**config.mk**
```make
export PLATFORM = sky130hd
export DESIGN_NAME = l2_spandex_req_arbiter
export DESIGN_NICKNAME = d
export VERILOG_FILES = /design/src/rtl/l2_arb_pkg.sv /design/src/rtl/l2_spandex_req_arbiter_owner_fifo.sv /design/src/rtl/l2_spandex_req_arbiter.sv
export SDC_FILE = /design/constraint.sdc
export NUM_CORES = 1
export LEC_CHECK = 0
export CAP_MARGIN = 20
export CORE_AREA = 2 2 247 249
export CTS_CLUSTER_SIZE = 28
export DETAILED_ROUTE_END_ITERATION = 6
export DIE_AREA = 0 0 249 251
export MAX_ROUTING_LAYER = met4
export PLACE_DENSITY = 0.36
export SETUP_SLACK_MARGIN = 0.2
export SLEW_MARGIN = 20
export SYNTH_ARGS = -nofsm -noshare
export SYNTH_HDL_FRONTEND = slang
export SYNTH_SLANG_ARGS = --single-unit
export TNS_END_PERCENT = 30
```
**constraint.sdc**
```tcl
create_clock -name clk -period 2.4 [get_ports clk]
set_input_delay 0.36 -clock clk [delete_from_list [all_inputs] [get_ports clk]]
set_output_delay 0.36 -clock clk [all_outputs]
set_load 0.02 [all_outputs]
```
**src/rtl/l2_arb_pkg.sv**
```systemverilog
// l2_arb_pkg: types, constants and helpers shared by the L2 Spandex request arbiter.
//   cpu_msg_t, hsize_t, hprot_t, addr_t, word_t, amo_t, dcs_t, cache_id_t, line_t
//   l2_req_pkt_t    : one CPU request packet toward the L2
//   AMO_NONE        : amo encoding for "not an atomic memory op"
//   expects_rd_rsp  : true when the L2 will answer the request with a read line
package l2_arb_pkg;
  typedef enum logic [1:0] {CPU_READ, CPU_READ_ATOM, CPU_WRITE, CPU_WRITE_ATOM} cpu_msg_t;
  typedef logic [2:0]   hsize_t;
  typedef logic [1:0]   hprot_t;
  typedef logic [31:0]  addr_t;
  typedef logic [63:0]  word_t;
  typedef logic [5:0]   amo_t;
  typedef logic [1:0]   dcs_t;
  typedef logic [3:0]   cache_id_t;
  typedef logic [127:0] line_t;
  localparam amo_t AMO_NONE = '0;
  typedef struct packed {
    cpu_msg_t  cpu_msg;
    hsize_t    hsize;
    hprot_t    hprot;
    addr_t     addr;
    word_t     word;
    amo_t      amo;
    logic      aq;
    logic      rl;
    logic      dcs_en;
    logic      use_owner_pred;
    dcs_t      dcs;
    cache_id_t pred_cid;
  } l2_req_pkt_t;
  function automatic logic expects_rd_rsp(input cpu_msg_t cpu_msg, input amo_t amo);
    return cpu_msg == CPU_READ || cpu_msg == CPU_READ_ATOM || amo != AMO_NONE;
  endfunction
endpackage

```
**src/rtl/l2_spandex_req_arbiter_owner_fifo.sv**
```systemverilog
// l2_arb_owner_fifo: in-order FIFO of requester IDs owning outstanding reads.
//   clk, rst (sync, active-low) | push, din : enqueue an ID (ignored when full)
//   pop : dequeue head (ignored when empty) | full, empty, head : status and oldest ID
module l2_arb_owner_fifo #(
  parameter int DEPTH = 4,
  parameter int W = 1
) (
  input  logic         clk,
  input  logic         rst,
  input  logic         push,
  input  logic [W-1:0] din,
  input  logic         pop,
  output logic         full,
  output logic         empty,
  output logic [W-1:0] head
);
  localparam int AW = $clog2(DEPTH);
  logic [W-1:0] mem [DEPTH];
  logic [AW-1:0] rd_ptr, wr_ptr;
  logic [AW:0] cnt;
  logic do_push, do_pop;
  assign full = cnt == (AW+1)'(DEPTH);
  assign empty = cnt == '0;
  // a full FIFO refuses a push even if a pop frees a slot in the same cycle
  assign do_push = push & ~full;
  assign do_pop = pop & ~empty;
  assign head = mem[rd_ptr];
  always_ff @(posedge clk) begin
    if (!rst) begin
      rd_ptr <= '0;
      wr_ptr <= '0;
      cnt <= '0;
    end else begin
      if (do_push) wr_ptr <= wr_ptr + AW'(1);
      if (do_pop) rd_ptr <= rd_ptr + AW'(1);
      cnt <= cnt + (AW+1)'(do_push) - (AW+1)'(do_pop);
    end
  end
  always_ff @(posedge clk) if (do_push) mem[wr_ptr] <= din;
endmodule

```
**src/rtl/l2_spandex_req_arbiter.sv**
```systemverilog
// l2_spandex_req_arbiter: round-robin share of the L2 Spandex CPU request port among N_REQ requesters.
//   clk, rst (sync, active-low)
//   req_valid/req_ready/req_data            : per-requester request handshakes
//   l2_cpu_req_valid/ready/data             : registered request toward the L2
//   l2_rd_rsp_valid/ready/data_line         : read response from the L2
//   rsp_valid/rsp_ready/rsp_line            : response routed to the owning requester
//   orphan_rsp_err                          : sticky, response seen with no read outstanding
//   Optional macro L2_ARB_ATOMIC_LOCK_EN: lock arbitration to a requester between its
//   CPU_READ_ATOM and CPU_WRITE_ATOM.
module l2_spandex_req_arbiter
  import l2_arb_pkg::*;
#(
  parameter int N_REQ = 2,
  parameter int OUTST_DEPTH = 4
) (
  input  logic              clk,
  input  logic              rst,
  input  logic [N_REQ-1:0]  req_valid,
  output logic [N_REQ-1:0]  req_ready,
  input  l2_req_pkt_t       req_data [N_REQ],
  output logic              l2_cpu_req_valid,
  input  logic              l2_cpu_req_ready,
  output l2_req_pkt_t       l2_cpu_req_data,
  input  logic              l2_rd_rsp_valid,
  output logic              l2_rd_rsp_ready,
  input  line_t             l2_rd_rsp_data_line,
  output logic [N_REQ-1:0]  rsp_valid,
  input  logic [N_REQ-1:0]  rsp_ready,
  output line_t             rsp_line,
  output logic              orphan_rsp_err
);
  localparam int IW = $clog2(N_REQ);
  logic [N_REQ-1:0] expects, elig, locked_out, grant;
  logic [IW-1:0] rr_ptr, gidx, head;
  logic found, accept, push, pop, fifo_full, fifo_empty, out_full;
  l2_req_pkt_t out_pkt;
  always_comb begin
    expects = '0;
    elig = '0;
    for (int i = 0; i < N_REQ; i++) begin
      expects[i] = expects_rd_rsp(req_data[i].cpu_msg, req_data[i].amo);
      elig[i] = req_valid[i] & ~(expects[i] & fifo_full) & ~locked_out[i];
    end
  end
  // first eligible requester at or after rr_ptr, in circular order
  always_comb begin
    found = 1'b0;
    gidx = '0;
    for (int k = 0; k < N_REQ; k++) begin
      if (!found && elig[(int'(rr_ptr) + k) % N_REQ]) begin
        found = 1'b1;
        gidx = IW'((int'(rr_ptr) + k) % N_REQ);
      end
    end
    grant = found ? (N_REQ'(1) << gidx) : '0;
  end
  assign accept = rst & found & (~out_full | l2_cpu_req_ready);
  assign req_ready = accept ? grant : '0;
  assign push = accept & expects[gidx];
  assign l2_cpu_req_valid = out_full;
  assign l2_cpu_req_data = out_pkt;
  always_ff @(posedge clk) begin
    if (!rst) begin
      out_full <= 1'b0;
      out_pkt <= '0;
      rr_ptr <= '0;
      orphan_rsp_err <= 1'b0;
    end else begin
      if (accept) begin
        out_full <= 1'b1;
        out_pkt <= req_data[gidx];
        rr_ptr <= (gidx == IW'(N_REQ - 1)) ? '0 : gidx + IW'(1);
      end else if (l2_cpu_req_ready) begin
        out_full <= 1'b0;
      end
      if (l2_rd_rsp_valid && fifo_empty) orphan_rsp_err <= 1'b1;
    end
  end
  // responses with nothing outstanding are swallowed so the L2 never stalls on them
  assign rsp_valid = (rst & l2_rd_rsp_valid & ~fifo_empty) ? (N_REQ'(1) << head) : '0;
  assign l2_rd_rsp_ready = rst & l2_rd_rsp_valid & (fifo_empty | rsp_ready[head]);
  assign pop = rst & l2_rd_rsp_valid & ~fifo_empty & rsp_ready[head];
  assign rsp_line = l2_rd_rsp_data_line;
  l2_arb_owner_fifo #(.DEPTH(OUTST_DEPTH), .W(IW)) u_owner_fifo (
    .clk(clk),
    .rst(rst),
    .push(push),
    .din(gidx),
    .pop(pop),
    .full(fifo_full),
    .empty(fifo_empty),
    .head(head)
  );
`ifdef L2_ARB_ATOMIC_LOCK_EN
  logic lock_valid;
  logic [IW-1:0] lock_id;
  always_comb begin
    locked_out = '0;
    for (int i = 0; i < N_REQ; i++) locked_out[i] = lock_valid & (lock_id != IW'(i));
  end
  // only the lock owner can be accepted while locked, so any accepted WRITE_ATOM releases it
  always_ff @(posedge clk) begin
    if (!rst) begin
      lock_valid <= 1'b0;
      lock_id <= '0;
    end else if (accept) begin
      if (req_data[gidx].cpu_msg == CPU_READ_ATOM) begin
        lock_valid <= 1'b1;
        lock_id <= gidx;
      end else if (req_data[gidx].cpu_msg == CPU_WRITE_ATOM) begin
        lock_valid <= 1'b0;
      end
    end
  end
`else
  assign locked_out = '0;
`endif
endmodule
```
==> flow_metrics.env, run 1 <==
export IMPL_grt_first_pass_wirelength_um=45300
export IMPL_finalMaxSlewViolations=0
export IMPL_synth_edf_count=4
export IMPL_synthSimpleGateAreaFrac_pct=9.46
export IMPL_nets=1512
export IMPL_p_seq_share_pct=31.0
export IMPL_grt_overflow=0
export IMPL_diodes=0
export IMPL_period_minus_slack_ps=2500
export IMPL_htreeDepth=4
export IMPL_cpMaxStageDelayCell="mux4_2"
export IMPL_die_area_um2=62500
export IMPL_timing_rr_end="u_owner_fifo.cnt[2]"
export IMPL_clkSinkCount=135
export IMPL_num_fill_cells=6708
export IMPL_combPwrFrac_pct=35.5
export IMPL_cts_buffers=17
export IMPL_wl_per_cell_um=16.3
export IMPL_fin_crit_sh_pct=104
export IMPL_r2r_slack_ps=-70
export IMPL_yosys_warnings=0
export IMPL_synth_most_common_cell="a21oi_1"
export IMPL_clockRootBuffer="clkbuf_16"
export IMPL_setup_violations=2
export IMPL_intPower_mw=5.98
export IMPL_initial_core_util_pct=11.5
export IMPL_vdd_drop_max_uv=535
export IMPL_synthAdderAreaFrac_pct=1.38
export IMPL_insertion_delay_ps=470
export IMPL_synth_compound_gate_area_share_pct=28.0
export IMPL_p_sw_share_pct=34.6
export IMPL_async_flop_share_pct=0
export IMPL_critPathMaxStageDelay_ps=530
export IMPL_synthMuxAreaShare_pct=0.765
export IMPL_portBuffers=371
export IMPL_syn_area_um2=6870
export IMPL_synthCells=878
export IMPL_synth_xor_area_share_pct=0.510
export IMPL_io_pins=628
export IMPL_cp_common_cell="buf_4"
export IMPL_status="complete, but fails checks"
export IMPL_avgSynthCellArea_um2=7.82
export IMPL_hold_violations=0
export IMPL_power_density_nw_per_um2=791
export IMPL_cts_reportedPaths_clkPinSlew_ps=70
export IMPL_wl_um=31400
export IMPL_multi_input_area_um2=2890
export IMPL_layout_drive_gt1_share_pct=11.5
export IMPL_antenna_left=0
export IMPL_grt_pass1_vias=7143
export IMPL_ys_seq_elements=135
export IMPL_seq_area_um2=2750
export IMPL_syn_nets=1259
export IMPL_place_gp_congestion=0.738
export IMPL_ys_flop_type="dfxtp_1"
export IMPL_setup_ws_ps=-95.8
export IMPL_switchingPower_mw=3.16
export IMPL_ys_seq_area_share_pct=39.9
export IMPL_hp_class="primary input to flop"
export IMPL_cp_arrival_ps=2140
export IMPL_rsz0062_at_grt="true"
export IMPL_die_y_um=251
export IMPL_violations="negative setup slack"
export IMPL_drtIter0Drc=373
export IMPL_leakage_nw=4.37
export IMPL_max_freq_ghz=0.401
export IMPL_worstSetupPathType="flop to output port"
export IMPL_synthTopCellsByCount="a21oi_1 (230), buf_4 (131), dfxtp_1 (131), nand2_1 (124), o21ai_0 (119)"
export IMPL_ff2ff_path_depth=10
export IMPL_maxCapViolations=0
export IMPL_die_x_um=249
export IMPL_clkPwrFrac_pct=33.5
export IMPL_cp_max_fo=2
export IMPL_num_vias=7075
export IMPL_drc_errors=0
export IMPL_cts_tree="done"
export IMPL_worst_setup_path_end_kind="output port"
export IMPL_critical_path_required_ps=2040
export IMPL_use_met2_pct=16.3
export IMPL_regToRegStartpoint="u_owner_fifo.mem[2]"
export IMPL_grt_util_met3_pct=3.85
export IMPL_fin_util_pct=19.3
export IMPL_cts_buffer_depth=2
export IMPL_viasPerCell=3.67
export IMPL_num_rows=90
export IMPL_tightestPinTransition_ps=630
export IMPL_yosys_top_cells_area="dfxtp_1 (38%), a21oi_1 (17%), buf_4 (14%)"
export IMPL_crit_path_start="u_owner_fifo.mem[2]"
export IMPL_placed_cells=1889
export IMPL_skew_ps=11.4
export IMPL_cp_start_kind="flop"
export IMPL_grt_busiest_layer="met2"
export IMPL_synth_cell_types=39
export IMPL_hpwlAfterDp_um=23100
export IMPL_instances_no_fill=1926
export IMPL_antenna_found_initial=0
export IMPL_drt_pass1_iterations=4
export IMPL_synth_top_area_share_pct=38.2
export IMPL_grt_use_total_pct=10.1
export IMPL_grt_util_met1_pct=10.7
export IMPL_grt_max_degree=67
export IMPL_path_cells="mux4_2 > mux2i_4 > buf_4 > buf_4 > a21oi_4 > buf_6"
export IMPL_synth_top_family_by_area="compound AO/OA/AOI/OAI gates"
export IMPL_max_slew_margin_pct=58.0
export IMPL_yosys_area_top_type="dfxtp_1"
export IMPL_core_area_um2=59800
export IMPL_area_growth_pct=68.3
export IMPL_crit_end="l2_rd_rsp_ready"
placed cells by master, fill, tap and decap left out, types with 7 or more instances in the layout:
master,n
buf_4,48
o21ai_0,119
dlygate4sd2_1,7
nor2_1,8
inv_1,8
a21oi_1,229
clkdlybuf4s50_1,357
buf_12,8
dfxtp_1,129
nand2_1,124
a21oi_2,10
clkbuf_16,17
cell families after synthesis:
family / Yosys count
mux: 4
compound gates: 369
simple gates: 156
fa+ha+maj: 7
xor+xnor: 4
flops: 135
buf+inv: 203
registers in the layout (all words and copies together), names as in the netlist, named ones only:
signal / flops
l2_cpu_req_data: 119
u_owner_fifo.mem: 4
u_owner_fifo.cnt: 3
u_owner_fifo.rd_ptr: 2
u_owner_fifo.wr_ptr: 2
l2_cpu_req_valid: 1
orphan_rsp_err: 1
rr_ptr: 1
critical path, delay by kind of cell (launching register included):
kind	cells	cell delay (ps)
multiplexers	2	750
buffers and inverters	3	410
flip-flops	1	370
AO/OA/AOI/OAI	1	140
how the worst min path moves through the flow:
stage                                start                     end  slack [ps]  cells past startpoint
CTS                          req_data[133]     l2_cpu_req_data[14]         230                      3
floorplan           u_owner_fifo.rd_ptr[1]                    flop         430                      1
global route                 req_data[131]     l2_cpu_req_data[12]         180                      3
detailed placement  u_owner_fifo.rd_ptr[1]                    flop         460                      1
finish                       req_data[131]     l2_cpu_req_data[12]         210                      3
global placement    u_owner_fifo.rd_ptr[1]  u_owner_fifo.rd_ptr[1]         450                      1
timing repair:
item,CTS,global route
resized for setup,57,7
hold buffers,0,0
setup buffers,2,3
pin swaps,14,7
endpoints found under the setup margin,126,66
per-layer routing:
metal	vias to the layer above	wire (um)	share of wire [%]
li1	3374	-	-
met1	3280	12500	40
met2	325	15200	49
met3	96	2390	7.6
met4	0	1260	4.0
met5	-	0	0
stage by stage:
step	hold slack [ps]	TNS (ps)	setup WS, ps	cell area (um2)	total power, mW
6_report	215	-163	-95.8	11600	9.14
5_1_grt	182	-497	-222	11600	9.67
4_1_cts	228	-182	-104	11500	9.36
3_5_place_dp	464	-49810	-672	10700	6.06
3_3_place_gp	448	-45710	-626	10700	6.07
2_1_floorplan	427	0	4.65	6890	4.68
power groups by stage:
stage	Clock, mW	Combinational (mW)	Sequential (mW)
5_1_grt	3.29	3.50	2.88
2_1_floorplan	0	1.40	3.28
3_5_place_dp	0	3.18	2.87
6_report	3.06	3.25	2.83
3_3_place_gp	0	3.20	2.87
4_1_cts	3.24	3.28	2.84
final cells by class:
class | instances | share of cell area (%)
flip-flops and latches | 135 | 23.8
repair buffers | 428 | 36.8
well taps | 782 | 8.47
inverters | 9 | 0.314
clock buffers | 18 | 3.80
multi-input cells | 540 | 25.0
clock inverters | 14 | 1.83
No activity file was read; power rests on OpenSTA's default activity.
==> inputs of run 2 (changes only) <==
--- a/config.mk
+++ b/config.mk
@@ -6,12 +6,13 @@
 export NUM_CORES = 1
 export LEC_CHECK = 0
 export CAP_MARGIN = 20
-export CORE_AREA = 2 2 247 249
+export CORE_AREA = 2 2 243 245
+export CTS_BUF_LIST = sky130_fd_sc_hd__clkbuf_8
 export CTS_CLUSTER_SIZE = 28
 export DETAILED_ROUTE_END_ITERATION = 6
-export DIE_AREA = 0 0 249 251
+export DIE_AREA = 0 0 245 247
 export MAX_ROUTING_LAYER = met4
-export PLACE_DENSITY = 0.36
+export PLACE_DENSITY = 0.37
 export SETUP_SLACK_MARGIN = 0.2
 export SLEW_MARGIN = 20
 export SYNTH_ARGS = -nofsm -noshare
==> run 2 against run 1 <==
Compared with the run above: the flow still finishes with violations (negative setup slack); sequential share of layout area up 0.16 points; largest power group unchanged; clock-buffer cell count unchanged; worst hold slack better by 27 ps; wire length up 5.5%.
==> flow_metrics.env, run 2 (synthesized netlist as in run 1, its figures left out) <==
export IMPL_status="complete, but fails checks"
export IMPL_violations="negative setup slack"
export IMPL_ff2ff_path_depth=10
export IMPL_timing_rr_end="u_owner_fifo.cnt[2]"
export IMPL_cpMaxStageDelayCell="mux4_2"
export IMPL_intPower_mw=5.38
export IMPL_grt_first_pass_wirelength_um=45300
export IMPL_p_sw_share_pct=36.1
export IMPL_postPlaceCellArea_um2=10800
export IMPL_htreeDepth=4
export IMPL_worst_path_buf_inv=1
export IMPL_tightestPinTransition_ps=766
export IMPL_combPwrFrac_pct=39.4
export IMPL_use_met2_pct=15.8
export IMPL_portBuffers=371
export IMPL_grt_max_degree=73
export IMPL_die_area_um2=60500
export IMPL_r2r_slack_ps=-30
export IMPL_power_density_nw_per_um2=733
export IMPL_num_vias=7159
export IMPL_worst_setup_path_end_kind="flop"
export IMPL_grt_pass1_vias=7153
export IMPL_worstSetupPathType="flop to flop"
export IMPL_grt_overflow=0
export IMPL_num_rows=89
export IMPL_fin_util_pct=19.7
export IMPL_path_delay_family="adder cells"
export IMPL_drc_errors=0
export IMPL_setup_violations=1
export IMPL_grt_util_met3_pct=4.54
export IMPL_skew_ps=21.8
export IMPL_wl_per_cell_um=17.2
export IMPL_p_seq_share_pct=33.8
export IMPL_num_fill_cells=6447
export IMPL_vdd_drop_max_uv=359
export IMPL_antenna_found_initial=2
export IMPL_clkPwrFrac_pct=26.9
export IMPL_antenna_left=0
export IMPL_io_pins=628
export IMPL_maxCapViolations=0
export IMPL_grt_use_total_pct=10.5
export IMPL_worst_path_stages=10
export IMPL_leakage_nw=4.38
export IMPL_path_cells="mux4_2 > mux2i_4 > nor2_2 > ha_1 > inv_1 > ha_2 > fa_2 > xnor2_2 > xnor2_1 > nor2_1"
export IMPL_hp_class="primary input to flop"
export IMPL_final_cell_area_um2=11500
export IMPL_max_slew_margin_pct=48.9
export IMPL_cp_max_fo=2
export IMPL_die_x_um=245
export IMPL_core_area_um2=58200
export IMPL_critical_path_required_ps=2820
export IMPL_switchingPower_mw=3.04
export IMPL_cts_buffer_depth=2
export IMPL_wl_um=33100
export IMPL_drt_pass1_iterations=4
export IMPL_clockRootBuffer="clkbuf_8"
export IMPL_initial_core_util_pct=11.8
export IMPL_hold_violations=0
export IMPL_cts_reportedPaths_clkPinSlew_ps=100
export IMPL_seq_area_um2=2750
export IMPL_period_minus_slack_ps=2430
export IMPL_fin_crit_sh_pct=101
export IMPL_layout_drive_gt1_share_pct=12.1
export IMPL_cp_start_kind="flop"
export IMPL_grt_util_met1_pct=11.1
export IMPL_drtIter0Drc=214
export IMPL_max_freq_ghz=0.411
export IMPL_mostFrequentLayoutCell="clkdlybuf4s50_1"
export IMPL_cp_arrival_ps=2860
export IMPL_rsz0062_at_grt="true"
export IMPL_crit_path_start="u_owner_fifo.mem[3]"
export IMPL_setup_ws_ps=-32.1
export IMPL_regToRegStartpoint="u_owner_fifo.mem[3]"
export IMPL_multi_input_area_um2=2900
export IMPL_nets=1519
export IMPL_cts_tree="done"
export IMPL_cts_buffers=17
export IMPL_finalMaxSlewViolations=0
export IMPL_die_y_um=247
export IMPL_hpwlAfterDp_um=23200
export IMPL_largest_reg_flops=119
export IMPL_critPathMaxStageDelay_ps=530
export IMPL_place_gp_congestion=0.731
export IMPL_layout_common_cells="clkdlybuf4s50_1 (358), a21oi_1 (229), dfxtp_1 (127)"
export IMPL_area_growth_pct=67.3
export IMPL_insertion_delay_ps=550
export IMPL_clkSinkCount=135
export IMPL_min_path_cells=4
export IMPL_viasPerCell=3.72
export IMPL_crit_end="u_owner_fifo.cnt[2]"
export IMPL_grt_busiest_layer="met2"
run 2: cell types whose count changed in the layout (fill, tap and decap cells not counted), moves of 3 or more:
cell and delta:
clkbuf_8 +17, inv_6 -3, buf_4 +4, dlygate4sd2_1 -6, dlymetal6s2s_1 +5, clkinv_4 +4
clkbuf_16 -15
run 2: layer usage:
| metal | share of wire (%) | vias to the layer above |
|---|---|---|
| li1 | - | 3386 |
| met1 | 40 | 3323 |
| met2 | 46 | 335 |
| met3 | 9.1 | 115 |
| met4 | 5.2 | 0 |
| met5 | 0 | - |
run 2: worst min-delay path by stage:
| stage | from | endpoint | slack (ps) |
|---|---|---|---|
| 2_1_floorplan | u_owner_fifo.rd_ptr[1] | flop | 430 |
| 3_3_place_gp | u_owner_fifo.rd_ptr[1] | u_owner_fifo.rd_ptr[1] | 450 |
| 3_5_place_dp | u_owner_fifo.rd_ptr[1] | u_owner_fifo.rd_ptr[1] | 460 |
| 4_1_cts | req_data[197] | l2_cpu_req_data[78] | 250 |
| 5_1_grt | req_data[129] | l2_cpu_req_data[10] | 180 |
| 6_report | req_data[129] | l2_cpu_req_data[10] | 240 |
run 2: stage by stage:
step	setup slack, ps	hold slack, ps	TNS (ps)	std cells	total power [mW]
6_report	-32.1	242	-32.1	1926	8.42
3_5_place_dp	-608	457	-55290	1882	6.05
5_1_grt	-143	185	-383	1926	8.97
3_3_place_gp	-655	446	-58190	1882	6.06
2_1_floorplan	4.65	427	0	878	4.68
4_1_cts	-122	246	-211	1920	8.56
run 2: power by group through the flow:
| stage | clock, mW | sequential, mW | combinational, mW |
|---|---|---|---|
| 6_report | 2.26 | 2.84 | 3.31 |
| 5_1_grt | 2.50 | 2.89 | 3.58 |
| 4_1_cts | 2.45 | 2.85 | 3.26 |
| 3_5_place_dp | 0 | 2.89 | 3.17 |
| 3_3_place_gp | 0 | 2.88 | 3.18 |
| 2_1_floorplan | 0 | 3.28 | 1.40 |
run 2: layout make-up:
| class | count | share of cell area, % |
|---|---|---|
| antenna | 2 | 0.0436 |
| clock buffer | 18 | 2.16 |
| clock inverter | 14 | 1.73 |
| inverter | 9 | 0.316 |
| multi-input combinational | 540 | 25.3 |
| sequential | 135 | 23.9 |
| tap | 773 | 8.42 |
| timing repair buffer | 435 | 38.1 |
run 2: timing repair:
item                                    4_1_cts  5_1_grt
endpoints found under the setup margin       93      105
setup buffers                                 6        1
resized for setup                            51       18
gates cloned                                  0        3
pin swaps                                    15        4
endpoints found under the hold margin         0        0
hold buffers                                  0        0
run 2: worst register-to-register path, cell delays in order, from the launching register on:
cell and delay [ps]:
edfxtp_1 370, mux4_2 530, mux2i_4 240, nor2_2 60
ha_1 270, inv_1 40, ha_2 160, fa_2 350
xnor2_2 140, xnor2_1 130, nor2_1 50
==> inputs of run 3 (changes only) <==
--- a/config.mk
+++ b/config.mk
@@ -18,4 +18,4 @@
 export SYNTH_ARGS = -nofsm -noshare
 export SYNTH_HDL_FRONTEND = slang
 export SYNTH_SLANG_ARGS = --single-unit
-export TNS_END_PERCENT = 30
+export TNS_END_PERCENT = 1
==> run 3 against run 2 <==
Compared with the run above: the run still ends with negative setup slack left; combinational power decreased by 4%; cell count decreased by 0.47%; clock skew about the same; worst setup slack got worse by 34 ps; sequential power about the same; largest power group unchanged.
==> flow_metrics.env, run 3 (synthesized netlist as in run 1, its figures left out) <==
export IMPL_nets=1510
export IMPL_p_sw_share_pct=35.9
export IMPL_largest_reg_flops=119
export IMPL_postPlaceCellArea_um2=10800
export IMPL_period_minus_slack_ps=2470
export IMPL_combPwrFrac_pct=38.5
export IMPL_finalSetupTns_ps=-161
export IMPL_core_area_um2=58200
export IMPL_cpMaxStageDelayCell="or4_4"
export IMPL_antenna_left=0
export IMPL_drtIter0Drc=189
export IMPL_io_pins=628
export IMPL_drt_pass1_iterations=4
export IMPL_intPower_mw=5.31
export IMPL_num_rows=89
export IMPL_total_power_mw=8.29
export IMPL_hold_violations=0
export IMPL_cts_reportedPaths_clkPinSlew_ps=100
export IMPL_cp_max_fo=4
export IMPL_grt_first_pass_wirelength_um=45300
export IMPL_antenna_found_initial=2
export IMPL_portBuffers=371
export IMPL_maxCapViolations=0
export IMPL_clockRootBuffer="clkbuf_8"
export IMPL_p_seq_share_pct=34.2
export IMPL_fin_util_pct=19.4
export IMPL_worstSetupPathType="primary input to output port"
export IMPL_wl_per_cell_um=16.6
export IMPL_setup_violations=3
export IMPL_status="complete, but fails checks"
export IMPL_path_delay_family="simple AND/OR/NAND/NOR gates"
export IMPL_fin_crit_sh_pct=103
export IMPL_max_freq_ghz=0.406
export IMPL_switchingPower_mw=2.98
export IMPL_num_fill_cells=6452
export IMPL_cts_tree="done"
export IMPL_rsz0062_at_grt="true"
export IMPL_max_slew_margin_pct=49.2
export IMPL_drc_errors=0
export IMPL_worst_path_buf_inv=3
export IMPL_placed_cells=1882
export IMPL_grt_use_total_pct=10.5
export IMPL_layout_common_cells="clkdlybuf4s50_1 (365), a21oi_1 (229), dfxtp_1 (130)"
export IMPL_skew_ps=21.5
export IMPL_finalMaxSlewViolations=0
export IMPL_violations="negative setup slack"
export IMPL_clkPwrFrac_pct=27.3
export IMPL_viasPerCell=3.67
export IMPL_final_cell_area_um2=11300
export IMPL_setup_ws_ps=-65.7
export IMPL_cts_buffer_depth=2
export IMPL_critPathMaxStageDelay_ps=590
export IMPL_hpwlAfterDp_um=23200
export IMPL_wl_um=31800
export IMPL_grt_overflow=0
export IMPL_place_gp_congestion=0.731
export IMPL_instances_no_fill=1917
export IMPL_insertion_delay_ps=540
export IMPL_path_cells="clkdlybuf4s50_1 > or4_4 > o31ai_4 > a21o_4 > inv_4 > nor2_1 > buf_2"
export IMPL_die_area_um2=60500
export IMPL_leakage_nw=4.24
export IMPL_mostFrequentLayoutCell="clkdlybuf4s50_1"
export IMPL_power_density_nw_per_um2=734
export IMPL_cts_hold_buf=0
export IMPL_worst_setup_path_end_kind="output port"
export IMPL_grt_max_degree=73
export IMPL_cp_arrival_ps=2110
export IMPL_area_growth_pct=64.4
export IMPL_die_y_um=247
export IMPL_clkSinkCount=135
export IMPL_layout_drive_gt1_share_pct=10.9
export IMPL_vdd_drop_max_uv=356
export IMPL_cts_buffers=17
export IMPL_critical_path_required_ps=2040
export IMPL_htreeDepth=4
export IMPL_tightestPinTransition_ps=762
export IMPL_hp_class="primary input to flop"
export IMPL_cp_start_kind="primary input"
export IMPL_grt_pass1_vias=7144
export IMPL_die_x_um=245
export IMPL_num_vias=7032
export IMPL_initial_core_util_pct=11.8
## run 3: per-stage QoR
stage	hold slack [ps]	setup slack, ps
global route	289	-138
detailed placement	457	-608
floorplan	427	4.65
global placement	446	-655
finish	351	-65.7
CTS	246	-122
## run 3: power by group through the flow
stage          Clock, mW  Combinational [mW]  Sequential, mW
3_3_place_gp           0                3.18            2.88
4_1_cts             2.45                3.22            2.84
2_1_floorplan          0                1.40            3.28
5_1_grt             2.51                3.45            2.89
6_report            2.26                3.19            2.84
3_5_place_dp           0                3.17            2.89
## run 3: cell type report
type,count,area (um2),area share (%)
flip-flops and latches,135,2740,24.3
multi-input cells,540,2870,25.5
clock buffers,18,248,2.19
diodes,2,5.00,0.0443
well taps,773,967,8.57
clock inverters,14,199,1.76
repair buffers,426,4220,37.3
inverters,9,36.3,0.321
## run 3: routing by layer
metal  share of wire (%)  up-vias  wire [um]  track usage [%]
met1                  40     3219      12600             11.2
met5                   0        -          0                -
met2                  46      329      14500             15.7
li1                    -     3365          -                -
met3                 9.3      119       2940             4.59
met4                 5.5        0       1750             7.30
## run 3: worst paths after layout
check,end,slack [ps],cells after the start,start
max,req_ready[0],-70,7,req_data[131]
min,l2_cpu_req_data[57],350,3,req_data[176]
max reg2reg,u_owner_fifo.cnt[2],-40,10,u_owner_fifo.mem[3]
min reg2reg,flop,470,1,u_owner_fifo.rd_ptr[1]
## run 3: tightest hold or removal path, stage by stage
cell	delay [ps]
clkdlybuf4s50_1	390
nand2_1	50
a21oi_1	50
## run 3: what timing repair did
item / 4_1_cts / 5_1_grt
endpoints found under the hold margin: 0 / 0
pin swaps: 6 / 1
setup endpoints to repair: 93 / 122
setup buffers: 1 / 0
resized for setup: 36 / 7
